===== src/rtl/uegk_binarizer.sv =====
// Serial TU / EGk / UEGk(+sign) bin-string generator for HEVC syntax elements.
// One bin per clock into a right-aligned packed string; overflowing bins are dropped.
module uegk_binarizer #(
  parameter int BIN_WIDTH   = 32,
  parameter int VALUE_WIDTH = 16,
  parameter int CMAX_WIDTH  = 5,
  parameter int K_WIDTH     = 3,
  localparam int LEN_W      = $clog2(BIN_WIDTH + 1),
  localparam int J_W        = $clog2(VALUE_WIDTH + 2**K_WIDTH + 1)
) (
  input  logic                   clk,
  input  logic                   rst,
  input  logic                   start,
  input  logic [VALUE_WIDTH-1:0] value,
  input  logic                   sign,
  input  logic [1:0]             mode,
  input  logic [CMAX_WIDTH-1:0]  cmax,
  input  logic [K_WIDTH-1:0]     k,
  output logic                   busy,
  output logic                   done,
  output logic [BIN_WIDTH-1:0]   bin_string,
  output logic [LEN_W-1:0]       bin_length,
  output logic                   overflow
);

  typedef enum logic [2:0] {IDLE, TU, EG_PFX, EG_SFX, SIGN, DONE} state_t;

  state_t state_q, state_d;

  logic [VALUE_WIDTH-1:0] value_q;
  logic                   sign_q;
  logic [1:0]             mode_q;
  logic [CMAX_WIDTH-1:0]  cmax_q;
  logic [CMAX_WIDTH-1:0]  p_q;
  logic [CMAX_WIDTH-1:0]  tu_cnt;
  logic [VALUE_WIDTH:0]   s_q;
  logic [J_W-1:0]         j_q;

  // Request-time decode, computed from the raw inputs so the first bin
  // lands on the edge right after acceptance.
  logic                   val_lt_cmax;
  logic [CMAX_WIDTH-1:0]  p_in;
  logic [VALUE_WIDTH:0]   s_in;
  state_t                 first_state;

  assign val_lt_cmax = value < VALUE_WIDTH'(cmax);
  assign p_in        = val_lt_cmax ? value[CMAX_WIDTH-1:0] : cmax;
  assign s_in        = (mode == 2'd1) ? {1'b0, value}
                                      : ({1'b0, value} - (VALUE_WIDTH+1)'(cmax));

  always_comb begin
    first_state = EG_PFX;
    if (mode != 2'd1 && cmax != '0) first_state = TU;
    else if (mode == 2'd0)          first_state = DONE;
  end

  // Phase datapath terms.
  logic                 tu_one, tu_last;
  logic [VALUE_WIDTH:0] pw, sfx_shift;
  logic                 eg_ge, sfx_bit;
  logic [J_W-1:0]       jm1;
  state_t               after_eg, after_tu;

  assign tu_one  = tu_cnt < p_q;
  assign tu_last = tu_one ? (({1'b0, tu_cnt} + 1'b1) == {1'b0, p_q} && p_q == cmax_q)
                          : 1'b1;

  // 2^j beyond the s width is larger than any s, so the compare is gated
  // rather than letting the shift wrap to zero.
  assign pw    = (VALUE_WIDTH+1)'(1) << j_q;
  assign eg_ge = (j_q <= J_W'(VALUE_WIDTH)) && (s_q >= pw);

  assign jm1       = j_q - J_W'(1);
  assign sfx_shift = s_q >> jm1;
  assign sfx_bit   = sfx_shift[0];

  assign after_eg = (mode_q == 2'd3 && value_q != '0) ? SIGN : DONE;
  always_comb begin
    after_tu = after_eg;
    if (mode_q == 2'd0)       after_tu = DONE;
    else if (p_q == cmax_q)   after_tu = EG_PFX;
  end

  logic emit, bin;

  always_comb begin
    state_d = state_q;
    emit    = 1'b0;
    bin     = 1'b0;
    unique case (state_q)
      IDLE:   if (start) state_d = first_state;
      TU: begin
        emit = 1'b1;
        bin  = tu_one;
        if (tu_last) state_d = after_tu;
      end
      EG_PFX: begin
        emit = 1'b1;
        bin  = eg_ge;
        if (!eg_ge) state_d = (j_q != '0) ? EG_SFX : after_eg;
      end
      EG_SFX: begin
        emit = 1'b1;
        bin  = sfx_bit;
        if (j_q == J_W'(1)) state_d = after_eg;
      end
      SIGN: begin
        emit    = 1'b1;
        bin     = sign_q;
        state_d = DONE;
      end
      DONE:   state_d = IDLE;
      default: state_d = IDLE;
    endcase
  end

  always_ff @(posedge clk) begin
    if (rst) state_q <= IDLE;
    else     state_q <= state_d;
  end

  assign busy = (state_q != IDLE);

  always_ff @(posedge clk) begin
    if (rst) begin
      done       <= 1'b0;
      bin_string <= '0;
      bin_length <= '0;
      overflow   <= 1'b0;
      value_q    <= '0;
      sign_q     <= 1'b0;
      mode_q     <= '0;
      cmax_q     <= '0;
      p_q        <= '0;
      tu_cnt     <= '0;
      s_q        <= '0;
      j_q        <= '0;
    end else begin
      done <= (state_q == DONE);

      if (state_q == IDLE && start) begin
        value_q    <= value;
        sign_q     <= sign;
        mode_q     <= mode;
        cmax_q     <= cmax;
        p_q        <= p_in;
        tu_cnt     <= '0;
        s_q        <= s_in;
        j_q        <= J_W'(k);
        bin_string <= '0;
        bin_length <= '0;
        overflow   <= 1'b0;
      end

      // A full string freezes; the walk continues so latency stays N+1.
      if (emit) begin
        if (bin_length == LEN_W'(BIN_WIDTH)) begin
          overflow <= 1'b1;
        end else begin
          bin_string <= {bin_string[BIN_WIDTH-2:0], bin};
          bin_length <= bin_length + LEN_W'(1);
        end
      end

      unique case (state_q)
        TU:     if (tu_one) tu_cnt <= tu_cnt + CMAX_WIDTH'(1);
        EG_PFX: if (eg_ge) begin
                  s_q <= s_q - pw;
                  j_q <= j_q + J_W'(1);
                end
        EG_SFX: j_q <= jm1;
        default: ;
      endcase
    end
  end

endmodule


===== config.mk =====
export PLATFORM = sky130hd
export DESIGN_NAME = uegk_binarizer
export DESIGN_NICKNAME = d
export VERILOG_FILES = /design/src/rtl/uegk_binarizer.sv
export SDC_FILE = /design/constraint.sdc
export NUM_CORES = 1
export LEC_CHECK = 0
export ABC_CLOCK_PERIOD_IN_PS = 7200
export CORE_MARGIN = 2
export CORE_UTILIZATION = 60
export CTS_CLUSTER_SIZE = 8
export DETAILED_ROUTE_END_ITERATION = 7
export GPL_TIMING_DRIVEN = 1
export MAX_ROUTING_LAYER = met4
export PLACE_DENSITY_LB_ADDON = 0.12
export SETUP_SLACK_MARGIN = 0.4
export SYNTH_ARGS = -nofsm -noshare
export SYNTH_HDL_FRONTEND = slang
export SYNTH_SLANG_ARGS = --single-unit

===== constraint.sdc =====
create_clock -name clk -period 7.2 [get_ports clk]
set_clock_uncertainty 0.1 [all_clocks]
set_input_delay 2.16 -clock clk [delete_from_list [all_inputs] [get_ports clk]]
set_output_delay 2.16 -clock clk [all_outputs]
set_load 0.005 [all_outputs]

==> impl_metrics.json, run 1 <==
{
  "cp.arrival_ps": 4890,
  "ys_seq_area_share_pct": 31.3,
  "finalNonFillerCells": 999,
  "synthMostInstantiatedCell": "nand2_1",
  "pwr-share-clk_pct": 14.1,
  "start_kind": "input pin",
  "synth.avg_cell_area_sq_um": 7.67,
  "seqPwrFrac_pct": 27.2,
  "synth.top_cell.area_share_pct": 31.3,
  "areaGrowthSynthToFinish_pct": 13.6,
  "antenna_cells": 0,
  "final_antenna_net_count": 0,
  "gp_congestion": 0.945,
  "die_h_microns": 107,
  "placed_cells": 983,
  "post_cts_resized": 0,
  "drc": 0,
  "finalMaxSlewViolations": 0,
  "synth_area_sq_um": 6330,
  "maxCapViolations": 0,
  "syn-num-nets": 895,
  "wire_per_inst_microns": 16.1,
  "synth-edff-count": 0,
  "setup_violations": 0,
  "finalSetupTns_ps": 0,
  "synth_top_area_cell": "dfxtp_1",
  "ys_top_cells_by_area": "dfxtp_1 (31%), a21oi_1 (8.1%), ha_1 (7.3%)",
  "htreeDepth": 3,
  "dp_hpwl_microns": 11600,
  "drtIter0Drc": 563,
  "whs_ps": 362,
  "cts_tree": "yes",
  "overflow": 0,
  "hold_buffers": 0,
  "synth_common_cells": "nand2_1 (119), a21oi_1 (102), dfxtp_1 (99)",
  "vias_per_cell": 6.07,
  "routed_wl_microns": 16100,
  "status": "complete, no violations",
  "end_kind": "flop",
  "max_freq_mhz": 212,
  "drive_gt1_share_pct": 4.06,
  "required_ps": 7380,
  "grt_usage_pct": 29.0,
  "cts-root-buf": "clkbuf_8",
  "crit_fanout": 6,
  "p_comb_share_pct": 58.7,
  "power.density_nw_per_um2": 386,
  "synth_warnings": 0,
  "clock_sinks": 99,
  "antenna_found_initial": 0,
  "finalWorstSetupSlack_ps": 2490,
  "path_clk_slew_ps": 90,
  "layout_min_cycle_time_ps": 4710,
  "grt_first_pass_wirelength_microns": 26100,
  "slew_headroom_pct": 18.3,
  "ys.flop_type": "dfxtp_1",
  "num_rows": 37,
  "initial_utilization_pct": 61.6,
  "worstSkewPairLatency_ps": 380,
  "synth_cell_types": 66,
  "leakage_nw": 2.63,
  "fin_crit_sh_pct": 65.4,
  "ios": 71,
  "reg2reg_depth": 13,
  "synthCells": 826,
  "worst_pin_slew_ps": 1230,
  "dieArea_sq_um": 11400,
  "hold_violations": 0,
  "p_int_mw": 1.48,
  "p_sw_mw": 1.30,
  "clk_path_buf_depth": 2,
  "dieWidth_microns": 107,
  "fillers": 876,
  "fp.coreArea_sq_um": 10300,
  "whs_path_depth": 2,
  "hp-class": "flop to flop",
  "swShare_pct": 46.9,
  "vias": 6061,
  "vdd_ir_drop_max_mv": 0.212,
  "post-cts-setup-buffers": 0,
  "async_flop_share_pct": 0,
  "ys_ff_latch": 99,
  "rsz0062_at_grt": "false",
  "first_pass_iters": 8,
  "grt_max_degree": 66,
  "grt_pass1_vias": 5395,
  "critPathKind": "input pin to flop",
  "fin_nets": 927,
  "post-place-ws_ps": 2100,
  "port_buffers": 70,
  "tritoncts.num_buffers": 9
}
==> worst paths after layout <==
| kind | startpoint | slack [ps] | end |
|---|---|---|---|
| worst max-delay path | value[5] | 2490 | p_q[2] |
| worst min-delay path | value_q[4] | 360 | value_q[4] |
| worst max register to register | j_q[0] | 2830 | s_q[16] |
| worst min register to register | value_q[4] | 360 | value_q[4] |
==> cells in the final DEF, fill, tap and decap left out, types with 4 or more instances in the layout <==
master           synthesis  routed
a31oi_1                 11      11
xor2_1                  15      15
buf_4                    1       4
nor2_1                  78      78
or4_1                    4       4
mux4_2                   4       4
a21oi_1                102     102
mux2i_1                  8       8
nand3_1                 52      52
nand3b_1                 5       5
a211oi_1                19      19
or3_1                    6       6
mux2_2                   4       4
o31ai_1                  4       4
o21ai_1                  7       7
o21a_1                   5       5
and2_1                   7       6
xnor2_1                 23      23
a2111oi_0                5       5
a211o_1                 15      15
clkbuf_8                 0       9
nor2b_1                 14      14
nand2_1                119     118
nor3_1                  18      18
ha_1                    37      37
nand2b_1                 5       5
o21ai_0                 14      14
inv_1                   26      26
dfxtp_1                 99      99
a21o_1                   4       4
o22ai_1                  4       4
clkdlybuf4s50_1          0      69
nor4_1                  10      10
nand4_1                  8       8
==> through the flow <==
| step | cell area (sq um) | power, mW | utilization, % |
|---|---|---|---|
| 2_1_floorplan | 6330 | 2.00 | - |
| 3_3_place_gp | 6980 | 2.31 | 67.9 |
| 3_5_place_dp | 6980 | 2.35 | 67.9 |
| 4_1_cts | 7200 | 2.76 | 70.0 |
| 5_1_grt | 7200 | 2.98 | 70.0 |
| 6_report | 7200 | 2.78 | 70.0 |
==> power groups by stage <==
stage | Clock, mW | Combinational (mW) | Sequential, mW
after floorplan | 0 | 1.29 | 0.709
after global placement | 0 | 1.55 | 0.759
after global routing | 0.419 | 1.79 | 0.767
after detailed placement | 0 | 1.59 | 0.762
after CTS | 0.404 | 1.60 | 0.751
final | 0.392 | 1.63 | 0.756
==> cells by family after synthesis <==
| logic type | synth area share, % |
|---|---|
| mux | 3.57 |
| compound gates | 21.5 |
| buf+inv | 5.61 |
| xor+xnor | 5.25 |
| simple gates | 24.9 |
| fa+ha+maj | 7.94 |
| flops | 31.3 |
==> registers in the layout, indices dropped and copies added, names as in the netlist, 2 cells and up <==
name,flops
bin_length,6
bin_string,32
cmax_q,5
j_q,5
mode_q,2
p_q,5
s_q,17
state_q,3
tu_cnt,5
value_q,16
==> worst max-delay path, stage by stage <==
cell and delay [ps]:
clkdlybuf4s50_1 560, nor4_4 390, nand2_2 110, or4_4 430, or3_1 330, or3_1 500
mux2i_1 170, a211oi_1 240
==> area by class of cell <==
| cell class | count | area [sq um] | area share, % |
|---|---|---|---|
| well taps | 136 | 170 | 2.36 |
| flip-flops and latches | 99 | 1980 | 27.5 |
| repair buffers | 74 | 726 | 10.1 |
| multi-input cells | 647 | 4000 | 55.6 |
| inverters | 27 | 101 | 1.41 |
| clock buffers | 10 | 128 | 1.77 |
| clock inverters | 6 | 87.6 | 1.22 |
==> per-layer routing <==
metal  part of all wire [%]  vias to the layer above  global-route usage, %
li1                       -                     3008                      -
met5                      0                        -                      -
met1                     46                     2827                   39.3
met3                    5.5                       26                   4.56
met2                     47                      200                   44.2
met4                    1.8                        0                   10.1
Note: power is estimated with default switching activity, not from simulation.
==> run 2: changes to the inputs <==
--- a/config.mk
+++ b/config.mk
@@ -5,9 +5,9 @@
 export SDC_FILE = /design/constraint.sdc
 export NUM_CORES = 1
 export LEC_CHECK = 0
-export ABC_CLOCK_PERIOD_IN_PS = 7200
+export ABC_CLOCK_PERIOD_IN_PS = 3940
 export CORE_MARGIN = 2
-export CORE_UTILIZATION = 60
+export CORE_UTILIZATION = 52
 export CTS_CLUSTER_SIZE = 8
 export DETAILED_ROUTE_END_ITERATION = 7
 export GPL_TIMING_DRIVEN = 1
==> constraint.sdc (replaced) <==
create_clock -name clk -period 3.94 [get_ports clk]
set_clock_uncertainty 0.1 [all_clocks]
set_input_delay 1.182 -clock clk [delete_from_list [all_inputs] [get_ports clk]]
set_output_delay 1.182 -clock clk [all_outputs]
set_load 0.005 [all_outputs]
==> run 2 against run 1 <==
  * Critical path depth rose by 2
  * Critical endpoint is now s_q[12]
  * Worst setup slack got worse by 2000 ps
  * Critical path type unchanged
  * Die area rose by 15%
  * Largest cell class unchanged
  * Largest power group unchanged
  * Register-to-register slack got worse by 2300 ps
  * Power rose by 100%
  * Highest routed layer unchanged
==> impl_metrics.json, run 2 (same netlist as run 1, synthesis figures left out) <==
{
  "finalSetupTns_ps": 0,
  "p_comb_share_pct": 59.6,
  "drive_gt1_share_pct": 10.4,
  "min_from": "value_q[15]",
  "pwr-share-clk_pct": 16.0,
  "areaGrowthSynthToFinish_pct": 21.6,
  "drtIter0Drc": 408,
  "finalWorstSetupSlack_ps": 499,
  "ios": 71,
  "grt_pass1_vias": 5637,
  "vdd_ir_drop_max_mv": 0.353,
  "p_sw_mw": 2.55,
  "reg2reg_depth": 13,
  "final_util_pct": 64.4,
  "worstSkewPairLatency_ps": 360,
  "clock_sinks": 99,
  "fin_crit_sh_pct": 87.3,
  "setup_violations": 0,
  "whs_path_depth": 2,
  "hp-class": "flop to flop",
  "tritoncts.num_buffers": 9,
  "wire_per_inst_microns": 16.3,
  "hold_buffers": 0,
  "start_kind": "input pin",
  "regArea_sq_um": 1990,
  "post-place-ws_ps": -2.90,
  "reg.largest.list": "bin_string x32, s_q x17, value_q x16",
  "placed_cells": 1026,
  "min_delay_worst_endpoint": "value_q[15]",
  "first_pass_iters": 5,
  "routed_wl_microns": 17000,
  "vias_per_cell": 5.95,
  "power.density_nw_per_um2": 732,
  "fillers": 1041,
  "port_buffers": 70,
  "required_ps": 4130,
  "antenna_cells": 0,
  "maxCapViolations": 0,
  "p_int_mw": 3.09,
  "final_antenna_net_count": 0,
  "top_register": "bin_string",
  "grt_max_degree": 70,
  "slew_headroom_pct": 54.1,
  "crit-reg2reg-launch": "j_q[1]",
  "num_rows": 40,
  "post_dp_cell_area_sq_um": 7280,
  "status": "complete, no violations",
  "crit_fanout": 6,
  "dp_hpwl_microns": 12400,
  "layout_common_cells": "nand2_1 (118), a21oi_1 (100), dfxtp_1 (96)",
  "finalMaxSlewViolations": 0,
  "max_freq_mhz": 291,
  "hold_violations": 0,
  "reg2reg_slack_ps": 530,
  "swShare_pct": 45.2,
  "overflow": 0,
  "layout_min_cycle_time_ps": 3440,
  "vias": 6208,
  "timing.rr.end": "s_q[1]",
  "fp.coreArea_sq_um": 12000,
  "grt_usage_pct": 26.8,
  "worst_pin_slew_ps": 688,
  "multi_input_area_sq_um": 4090,
  "die_h_microns": 114,
  "largest_register_ffs": 32,
  "drc": 0,
  "fin_nets": 961,
  "critPathKind": "input pin to flop",
  "dieArea_sq_um": 13100,
  "end_kind": "flop",
  "gp_congestion": 0.953,
  "seqPwrFrac_pct": 24.4,
  "grt_first_pass_wirelength_microns": 27400,
  "cts_tree": "yes",
  "htreeDepth": 3,
  "final_area_sq_um": 7700,
  "finalNonFillerCells": 1044,
  "layout_commonest_cell": "nand2_1",
  "cp.arrival_ps": 3630,
  "clk_path_buf_depth": 2,
  "dieWidth_microns": 114,
  "initial_utilization_pct": 53.0,
  "path_clk_slew_ps": 70,
  "antenna_found_initial": 0,
  "rsz0062_at_grt": "true",
  "cts-root-buf": "clkbuf_16",
  "leakage_nw": 2.89
}
[run 2: cell type report]
type / instances / area share (%)
clock inverters: 5 / 0.715
repair buffers: 108 / 13.4
multi-input cells: 647 / 53.1
inverters: 27 / 1.32
flip-flops and latches: 99 / 25.8
well taps: 147 / 2.39
clock buffers: 11 / 3.28
[run 2: critical path, stage by stage]
cell and delay [ps]:
clkdlybuf4s50_1 530, ha_2 220, fa_2 220, nor2b_2 60
o31a_1 250, nand2b_4 170, or3_2 430, xor2_1 150
a211o_1 280, a21oi_1 120
[run 2: metrics by stage]
| stage | total power, mW | hold WS, ps |
|---|---|---|
| floorplan | 3.65 | 336 |
| global placement | 4.48 | 345 |
| detailed placement | 4.56 | 348 |
| CTS | 5.50 | 360 |
| global route | 6.05 | 375 |
| finish | 5.64 | 358 |
[run 2: worst max-delay path by stage]
| stage | startpoint | end | slack [ps] | depth (start not counted) |
|---|---|---|---|---|
| floorplan | j_q[0] | s_q[16] | 480 | 14 |
| detailed placement | value[5] | p_q[3] | -3 | 8 |
| CTS | j_q[0] | s_q[1] | 390 | 13 |
| finish | cmax[0] | s_q[12] | 500 | 10 |
| global placement | value[5] | p_q[0] | 50 | 8 |
| global route | j_q[1] | s_q[15] | 340 | 13 |
[run 2: what timing repair did]
action	4_1_cts	5_1_grt
pin swaps	0	6
gates resized for setup	4	26
setup buffers	0	2
setup endpoints to repair	9	29
cloned	0	0
[run 2: layer usage]
metal / vias to the layer above / GRT usage [%] / routed length, microns / share of wire, %
met5: - / - / 0 / 0
met4: 0 / 9.02 / 241 / 1.4
met3: 21 / 3.97 / 900 / 5.3
met2: 191 / 41.7 / 8050 / 47
met1: 2915 / 35.9 / 7770 / 46
li1: 3081 / - / - / -
[run 2: power groups by stage]
stage | logic (mW) | registers, mW | clock network (mW)
floorplan | 2.36 | 1.30 | 0
global placement | 3.10 | 1.38 | 0
detailed placement | 3.17 | 1.39 | 0
CTS | 3.21 | 1.37 | 0.923
global route | 3.69 | 1.40 | 0.957
finish | 3.36 | 1.38 | 0.904
==> run 3: changes to the inputs <==
--- a/config.mk
+++ b/config.mk
@@ -7,13 +7,14 @@
 export LEC_CHECK = 0
 export ABC_CLOCK_PERIOD_IN_PS = 3940
 export CORE_MARGIN = 2
-export CORE_UTILIZATION = 52
+export CORE_UTILIZATION = 50
 export CTS_CLUSTER_SIZE = 8
 export DETAILED_ROUTE_END_ITERATION = 7
 export GPL_TIMING_DRIVEN = 1
 export MAX_ROUTING_LAYER = met4
-export PLACE_DENSITY_LB_ADDON = 0.12
+export PLACE_DENSITY_LB_ADDON = 0.2
 export SETUP_SLACK_MARGIN = 0.4
+export SLEW_MARGIN = 20
 export SYNTH_ARGS = -nofsm -noshare
 export SYNTH_HDL_FRONTEND = slang
 export SYNTH_SLANG_ARGS = --single-unit
==> run 3 against run 2 <==
  * Combinational power is 3% higher
  * Design area is 0.97% higher
  * Power is 1.1% higher
==> impl_metrics.json, run 3 (same netlist as run 1, synthesis figures left out) <==
{
  "status": "complete, no violations",
  "setup_violations": 0,
  "largest_register_ffs": 32,
  "dieWidth_microns": 117,
  "crit_fanout": 5,
  "top_register": "bin_string",
  "cts-root-buf": "clkbuf_16",
  "cts_tree": "yes",
  "leakage_nw": 2.92,
  "ios": 71,
  "worst-path-buf-inv": 1,
  "finalMaxSlewViolations": 0,
  "dp_hpwl_microns": 12800,
  "maxCapViolations": 0,
  "worstSkewPairLatency_ps": 350,
  "path_clk_slew_ps": 70,
  "power.density_nw_per_um2": 733,
  "slowest_stage": "clkdlybuf4s50_1",
  "wire_per_inst_microns": 16.3,
  "port_buffers": 70,
  "layout_commonest_cell": "nand2_1",
  "pwr-share-clk_pct": 15.4,
  "vias_per_cell": 5.77,
  "p_comb_share_pct": 60.4,
  "routed_wl_microns": 17500,
  "first_pass_iters": 5,
  "final_antenna_net_count": 0,
  "fin_crit_sh_pct": 87.4,
  "slew_headroom_pct": 41.8,
  "cpPeakStageDelay_ps": 460,
  "hp-class": "flop to flop",
  "vdd_ir_drop_max_mv": 0.360,
  "areaGrowthSynthToFinish_pct": 22.8,
  "worst_pin_slew_ps": 872,
  "reg2reg_slack_ps": 510,
  "fp.coreArea_sq_um": 12500,
  "rsz0062_at_grt": "true",
  "vias": 6223,
  "p_sw_mw": 2.57,
  "num_rows": 41,
  "overflow": 0,
  "antenna_cells": 0,
  "grt_max_degree": 44,
  "cp_top_family": "simple AND/OR/NAND/NOR gates",
  "swShare_pct": 45.1,
  "layout_min_cycle_time_ps": 3440,
  "initial_utilization_pct": 50.6,
  "drc": 0,
  "critPathKind": "input pin to flop",
  "path_cells": "clkdlybuf4s50_1, nor4_4, nand2_2, or4_4, or3_1, or3_4, mux2i_1, a211oi_1",
  "required_ps": 4110,
  "max_freq_mhz": 290,
  "start_kind": "input pin",
  "cp.arrival_ps": 3610,
  "fin_nets": 971,
  "layout_common_cells": "nand2_1 (118), a21oi_1 (99), dfxtp_1 (97)",
  "clk_path_buf_depth": 2,
  "antenna_found_initial": 0,
  "gp_congestion": 0.907,
  "finalSetupTns_ps": 0,
  "reg.largest.list": "bin_string x32, s_q x17, value_q x16",
  "drtIter0Drc": 440,
  "grt_usage_pct": 26.5,
  "finalPower_mw": 5.71,
  "drive_gt1_share_pct": 11.1,
  "htreeDepth": 3,
  "dieArea_sq_um": 13600,
  "grt_first_pass_wirelength_microns": 28000,
  "die_h_microns": 117,
  "seqPwrFrac_pct": 24.2,
  "clock_sinks": 99,
  "hold_violations": 0,
  "p_int_mw": 3.13,
  "tritoncts.num_buffers": 9,
  "end_kind": "flop",
  "grt_pass1_vias": 5742
}
run 3: routing by layer:
layer	vias up	GRT usage, %	wire length [microns]
met4	0	8.94	346
li1	3096	-	-
met1	2930	34.7	7920
met5	-	-	0
met3	31	4.36	889
met2	166	41.9	8380
run 3: path summary, 6_finish.rpt:
kind                       to        start  depth (start not counted)
setup / recovery       p_q[1]     value[6]                          8
hold / removal    value_q[14]  value_q[14]                          2
setup reg to reg      s_q[14]       j_q[3]                         13
hold reg to reg   value_q[14]  value_q[14]                          2
run 3: metrics by stage:
stage / setup WS [ps] / area, sq um / hold WS [ps] / instances / utilization, %
3_3_place_gp: 51.2 / 7350 / 343 / 1060 / 58.7
6_report: 497 / 7780 / 358 / 1079 / 62.2
3_5_place_dp: 18.8 / 7350 / 346 / 1060 / 58.7
4_1_cts: 390 / 7650 / 355 / 1076 / 61.1
5_1_grt: 367 / 7780 / 379 / 1079 / 62.2
2_1_floorplan: 484 / 6330 / 336 / 826 / -
run 3: worst reg2reg max path, cell delays in order, from the launching register on:
cell and delay, ps:
dfxtp_1 560, inv_1 200, nor2_1 210, nand2_1 100
ha_1 300, buf_4 140, o21ai_1 90, o21bai_1 320
o21ai_2 180, a2111oi_4 470, buf_12 210, nor3b_1 240
buf_4 160, a211oi_1 40
run 3: what timing repair did:
action | in CTS | in global routing
hold endpoints to repair | 0 | 0
gates cloned | 0 | 1
setup buffers | 0 | 2
pin swaps | 0 | 4
gates resized for setup | 3 | 24
setup endpoints to repair | 6 | 23
hold buffers | 0 | 0
run 3: cell type report:
type | instances | area [sq um]
fillers | 1167 | 4740
multi-input cells | 647 | 4090
flip-flops and latches | 99 | 1980
repair buffers | 118 | 1090
clock buffers | 10 | 239
well taps | 172 | 215
inverters | 27 | 101
clock inverters | 6 | 58.8
run 3: power groups by stage:
stage / logic, mW / clock network [mW] / registers, mW
after global placement: 3.20 / 0 / 1.38
after global routing: 3.79 / 0.934 / 1.40
after floorplan: 2.36 / 0 / 1.30
after CTS: 3.30 / 0.897 / 1.37
after detailed placement: 3.27 / 0 / 1.39
final: 3.45 / 0.879 / 1.38
